**src/rtl/alu_result_stage_pkg.sv**
```systemverilog
// Shared ALU definitions: function-select codes, result-source encodings
// and the payload layout carried through the result stage.
package alu_result_stage_pkg;

  localparam int DATA_W  = 32;
  localparam int FLAGS_W = 4;
  localparam int ENTRY_W = DATA_W + FLAGS_W;

  // ALU function-select codes
  localparam logic [4:0] FS_PASS_S = 5'h00;
  localparam logic [4:0] FS_ADD    = 5'h02;
  localparam logic [4:0] FS_SUB    = 5'h04;
  localparam logic [4:0] FS_AND    = 5'h08;
  localparam logic [4:0] FS_OR     = 5'h09;
  localparam logic [4:0] FS_XOR    = 5'h0A;
  localparam logic [4:0] FS_MPY    = 5'h1E;
  localparam logic [4:0] FS_DIV    = 5'h1F;

  // Result source select; the reserved code behaves like Y_lo
  localparam logic [1:0] HILO_Y_LO = 2'b00;
  localparam logic [1:0] HILO_HI   = 2'b01;
  localparam logic [1:0] HILO_LO   = 2'b10;
  localparam logic [1:0] HILO_RSVD = 2'b11;

  // Pack flags above the data word so the skid buffer sees one vector
  function automatic logic [ENTRY_W-1:0] pack_entry(input logic [DATA_W-1:0] data,
                                                    input logic [FLAGS_W-1:0] flags);
    return {flags, data};
  endfunction

endpackage

```
**src/rtl/alu_result_stage_skid_buf32.sv**
```systemverilog
// Two-entry valid/ready skid buffer. The main register drives the outputs,
// the skid register absorbs the one extra entry accepted while stalled.
// in_ready is a flop and only reflects skid occupancy.
module skid_buf32
  #(parameter int WIDTH = 36)
  (
    input  logic             clk,
    input  logic             rst_n,
    input  logic             in_valid,
    output logic             in_ready,
    input  logic [WIDTH-1:0] in_data,
    output logic             out_valid,
    input  logic             out_ready,
    output logic [WIDTH-1:0] out_data
  );

  logic             main_valid;
  logic [WIDTH-1:0] main_data;
  logic             skid_valid;
  logic [WIDTH-1:0] skid_data;
  logic             in_ready_q;
  logic             in_xfer;
  logic             out_xfer;

  assign in_xfer   = in_valid && in_ready_q;
  assign out_xfer  = main_valid && out_ready;
  assign in_ready  = in_ready_q;
  assign out_valid = main_valid;
  assign out_data  = main_data;

  // Main/skid occupancy and data movement; main frees up when empty or draining
  always_ff @(posedge clk or negedge rst_n) begin
    if (!rst_n) begin
      main_valid <= 1'b0;
      main_data  <= '0;
      skid_valid <= 1'b0;
      skid_data  <= '0;
      in_ready_q <= 1'b1;
    end else if (!main_valid || out_xfer) begin
      if (skid_valid) begin
        // in_ready was low, so nothing new can arrive this cycle
        main_data  <= skid_data;
        main_valid <= 1'b1;
        skid_valid <= 1'b0;
        in_ready_q <= 1'b1;
      end else if (in_xfer) begin
        main_data  <= in_data;
        main_valid <= 1'b1;
      end else begin
        main_valid <= 1'b0;
      end
    end else if (in_xfer) begin
      skid_data  <= in_data;
      skid_valid <= 1'b1;
      in_ready_q <= 1'b0;
    end
  end

endmodule

```
**src/rtl/alu_result_stage.sv**
```systemverilog
// ALU result stage: selects the result word (Y_lo / HI / LO), maintains the
// architectural HI/LO registers and sticky C/V for multiply/divide, and
// buffers {flags, data} through a two-entry skid buffer.
module alu_result_stage
  import alu_result_stage_pkg::*;
  #(
    parameter logic [4:0] FS_MPY = alu_result_stage_pkg::FS_MPY,
    parameter logic [4:0] FS_DIV = alu_result_stage_pkg::FS_DIV
  )
  (
    input  logic        clk,
    input  logic        reset,
    input  logic        in_valid,
    output logic        in_ready,
    input  logic [4:0]  FS,
    input  logic [1:0]  hilo_sel,
    input  logic [31:0] Y_hi,
    input  logic [31:0] Y_lo,
    input  logic        C,
    input  logic        V,
    input  logic        N,
    input  logic        Z,
    output logic        out_valid,
    input  logic        out_ready,
    output logic [31:0] D_out,
    output logic [3:0]  flags_out,
    output logic [31:0] HI,
    output logic [31:0] LO
  );

  logic [31:0]        hi_q;
  logic [31:0]        lo_q;
  logic               c_sticky;
  logic               v_sticky;
  logic               accept;
  logic               is_mul_div;
  logic [31:0]        sel_data;
  logic [3:0]         sel_flags;
  logic [ENTRY_W-1:0] buf_in;
  logic [ENTRY_W-1:0] buf_out;

  assign accept     = in_valid && in_ready;
  assign is_mul_div = (FS == FS_MPY) || (FS == FS_DIV);

  // Result word uses HI/LO as they stand before this transfer updates them
  always_comb begin
    sel_data = Y_lo;
    case (hilo_sel)
      HILO_HI: sel_data = hi_q;
      HILO_LO: sel_data = lo_q;
      default: sel_data = Y_lo;
    endcase
  end

  // Multiply/divide leave C and V undefined at the ALU, so reuse the last ones
  always_comb begin
    sel_flags = {C, V, N, Z};
    if (is_mul_div)
      sel_flags = {c_sticky, v_sticky, N, Z};
  end

  assign buf_in = pack_entry(sel_data, sel_flags);

  // HI/LO and sticky C/V update at acceptance, regardless of downstream stall
  always_ff @(posedge clk or negedge reset) begin
    if (!reset) begin
      hi_q     <= '0;
      lo_q     <= '0;
      c_sticky <= 1'b0;
      v_sticky <= 1'b0;
    end else if (accept) begin
      if (is_mul_div) begin
        hi_q <= Y_hi;
        lo_q <= Y_lo;
      end else begin
        c_sticky <= C;
        v_sticky <= V;
      end
    end
  end

  skid_buf32 #(.WIDTH(ENTRY_W)) u_skid (
    .clk       (clk),
    .rst_n     (reset),
    .in_valid  (in_valid),
    .in_ready  (in_ready),
    .in_data   (buf_in),
    .out_valid (out_valid),
    .out_ready (out_ready),
    .out_data  (buf_out)
  );

  assign D_out     = buf_out[DATA_W-1:0];
  assign flags_out = buf_out[ENTRY_W-1:DATA_W];
  assign HI        = hi_q;
  assign LO        = lo_q;

endmodule

```
**config.mk**
```make
export PLATFORM = sky130hd
export DESIGN_NAME = alu_result_stage
export DESIGN_NICKNAME = d
export VERILOG_FILES = /design/src/rtl/alu_result_stage_pkg.sv /design/src/rtl/alu_result_stage_skid_buf32.sv /design/src/rtl/alu_result_stage.sv
export SDC_FILE = /design/constraint.sdc
export NUM_CORES = 1
export LEC_CHECK = 0
export CELL_PAD_IN_SITES_DETAIL_PLACEMENT = 1
export CELL_PAD_IN_SITES_GLOBAL_PLACEMENT = 2
export CORE_MARGIN = 8
export CORE_UTILIZATION = 32
export CTS_CLUSTER_SIZE = 14
export DETAILED_ROUTE_END_ITERATION = 10
export PLACE_DENSITY = 0.85
export SYNTH_ARGS = -nofsm -noshare
export SYNTH_HDL_FRONTEND = slang
export SYNTH_SLANG_ARGS = --single-unit
```
**constraint.sdc**
```tcl
create_clock -name clk -period 2.2 [get_ports clk]
set_input_delay 0.44 -clock clk [delete_from_list [all_inputs] [get_ports clk]]
set_output_delay 0.44 -clock clk [all_outputs]
set_load 0.005 [all_outputs]
```
==> impl_results.md <==
* Status: finished clean
* Core ar. at 20800 µm²
* Ant diodes at 0
* Clock latency at the later pin of the worst-skew pair at 0.41 ns
* Mapped Cells at 541
* RSZ-0062 raised after global routing: no
* Area grow syn2layout at 46.5%
* # rows at 53
* Commonest cells after routing, fill and taps aside: 178 x clkdlybuf4s50_1, 139 x dfrtp_1, 94 x nor2b_1
* NetSw at 1.42 mW
* Crit path time final at 1.96 ns
* Static Leak at 4.36 nW
* Multi-input gate area at 2930 µm²
* Final Setup Violations at 0
* Worst-case clock skew at 0.00871 ns
* Final Wtd Congestion at 0.728
* Share of cells above drive strength 1 at 26.1%
* TritonRoute pass-1 iters at 4
* Initial core utilization at 32.3%
* Power Internal at 4.97 mW
* Largest net degree at the start of global routing at 71
* Met2 WL post-DR at 10800 µm
* GRT Total Usage at 16.8%
* Top cell family by delay on the critical path: flip-flops
* Compound-cell area share of the yosys netlist at 13.0%
* GRT overflow at 0
* Die X at 161 µm
* Main combinational cell family by area after synthesis: multiplexers
* Worst VDD drop at 491 µV
* Fin. max-slew vios at 0
* Sw Ratio at 22.3%
* Die Height at 161 µm
* Tcrit/Tclk final at 89.0%
* Netlist cell types at 31
* R2R Path End: u_skid.out_data[4]$_DFFE_PN0P_
* Layout Utilization at 47.3%
* WP depth at 1
* Relative slew slack at 68.3%
* Final Hold Fails at 0
* Crit path max-delay cell type: dfstp_2
* Post-Syn Nets at 622
* Post-DP HPWL at 15200 µm
* Part of the power in registers at 40.6%
* Crit Path Category: reg -> out
* Clock power share at 50.1%
* Global-route wire length before repair at 34800 µm
* Most common cell after layout, fill and taps aside: clkdlybuf4s50_1
* Antenna Nets Post-Route at 0
* Port Buffer Count at 179
* Yosys warnings at 0
* CP bufs+invs at 1
* Met3 wire len at 1460 µm
* R2r setup slk at 0.49 ns
* Max Cap Viol at 0
* Crit Path Max Fanout at 6
* Critical path data required time at 1.76 ns
* Total Routed Length at 21200 µm
* # Post-CTS Setup Buffers at 0
* Drt drc at 0
* CP Launch Type: flip-flop
* Io pins at 181
* Crit path capture: in_ready
* XOR/XNOR share of the synthesized area at 0%
* Mux share of post-synthesis cell area at 17.7%
* Avg WL per Cell at 20.3 µm
* Sequential Area at 3530 µm²
* Num CTS Buffers at 17
* Cts hold-fix bufs at 1
* Final std cells w/o fill at 1046
* Crit end category: primary output
* Clock transition at path regs at 0.06 ns
* Sink Count at 141
* Worst hold-check path type: reg -> reg
* Register area share after synthesis at 52.5%
* Fin worst setup slack at 0.241 ns
* Combinational Power Share at 9.3%
* RR Startpoint: u_skid.skid_valid$_DFFE_PN0P_
* CTS Buffer Depth at 2
* Worst Tran Pin Value at 0.476 ns
* Via count at 5256
* Maximum clock frequency at 511 MHz
* Post-Route M1 WL at 8740 µm
* Final hold slack at 0.480 ns
* Clk root buf: clkbuf_16
* Uppermost routed layer: met4
* DP Worst Slack at -0.187 ns
* H-tree depth at 4
* Initial antenna violation count at 0
* Post-synthesis simple-gate area fraction at 12.5%
* Yosys reg bits at 141
* Post-Syn Area per Cell at 12.4 µm²
* Crit path arrival time at 1.52 ns
* Detail-routed via count per cell at 5.02
* Reg2Reg Depth at 4
* Resized Gates After CTS at 0
* CTS tree: done
* TNS Setup at 0 ns
* DRT iter0 DRCs at 177
* Total Die Area at 25900 µm²
* Vias in the first global route at 6126
* Layout Nets at 839
* Placed instance count at 1013
* Power Dens Cells at 649 nW/µm²
* Mapped Area at 6720 µm²
* Worst-path cell chain: clkdlybuf4s50_1
* Fill cell count at 2195
* Post-synthesis adder-cell area fraction at 0.372%
* CP peak stage delay at 0.59 ns
* CP startpoint: u_skid.in_ready$_DFFE_PN1P_
[power by group through the flow]
stage / combinational [mW] / clock (mW) / sequential [mW]
2_1_floorplan: 0.210 / 0 / 2.64
3_3_place_gp: 0.567 / 0 / 2.64
3_5_place_dp: 0.594 / 0 / 2.64
4_1_cts: 0.603 / 3.28 / 2.59
5_1_grt: 0.645 / 3.39 / 2.59
6_report: 0.594 / 3.20 / 2.59
[layout make-up]
type                            count  share of cell area [%]
Clock buffer                       19                    4.50
Inverter                            3                   0.114
Timing Repair Buffer              237                    24.2
Tap cell                          275                    3.49
Clock inverter                     13                    2.13
Sequential cell                   141                    35.8
Multi-Input combinational cell    358                    29.7
[cell families (layout without fill, tap and decap cells)]
group	Yosys count	in the layout
and+or+nand+nor	145	145
DFF	141	141
muxes	106	106
AOI/OAI and AO/OA	105	105
buffers and inverters	42	272
adders and majority gates	2	2
[per-layer routing]
layer	global-route usage, %	vias up
li1	-	2398
met1	19.5	2698
met2	29.1	142
met3	5.81	18
met4	3.91	0
met5	0	-
[per-stage QoR]
stage	total power, mW	cell area [µm²]
floorplan	2.85	6720
global placement	3.21	9190
detailed placement	3.23	9190
CTS	6.48	9850
global route	6.62	9850
finish	6.39	9850
[state kept, by name, indices dropped and copies added, names as in the netlist]
name	flops
u_skid.skid_valid	1
LO	32
u_skid.out_data	36
HI	32
c_sticky	1
u_skid.in_ready	1
u_skid.out_valid	1
u_skid.skid_data	36
v_sticky	1
[how the worst min path moves through the flow]
stage / start / endpoint / slack (ns) / depth (start not counted)
final: u_skid.skid_data[23]$_DFFE_PN0P_ / u_skid.skid_data[23]$_DFFE_PN0P_ / 0.48 / 2
after global placement: reset / LO[24]$_DFFE_PN0P_ / 0.40 / 1
after CTS: u_skid.skid_data[23]$_DFFE_PN0P_ / u_skid.skid_data[23]$_DFFE_PN0P_ / 0.48 / 2
after global routing: u_skid.skid_data[23]$_DFFE_PN0P_ / u_skid.skid_data[23]$_DFFE_PN0P_ / 0.51 / 2
after detailed placement: reset / HI[25]$_DFFE_PN0P_ / 0.40 / 1
after floorplan: reset / HI[0]$_DFFE_PN0P_ / 0.14 / 0
[cells in the mapped netlist, drive strengths merged]
| master | n | area (µm²) |
|---|---|---|
| inv | 3 | 11.3 |
| mux2i | 2 | 20.0 |
| nand4b | 1 | 8.76 |
| dfstp | 1 | 26.3 |
| nand3 | 3 | 15.0 |
| ha | 2 | 25.0 |
| nand4 | 1 | 12.5 |
| o31ai | 32 | 240 |
| clkbuf | 13 | 50.0 |
| buf | 26 | 206 |
| nand2 | 36 | 135 |
| nand2b | 1 | 6.26 |
| and2b | 3 | 22.5 |
| nor2 | 4 | 37.5 |
| o211ai | 2 | 15.0 |
| dfrtp | 140 | 3500 |
| and2 | 2 | 12.5 |
| o21ai | 4 | 20.0 |
| nor2b | 94 | 588 |
| a22oi | 32 | 240 |
| a221oi | 32 | 337 |
| mux2 | 104 | 1170 |
| a21oi | 3 | 18.8 |
Note: power is estimated with default switching activity, not from simulation.
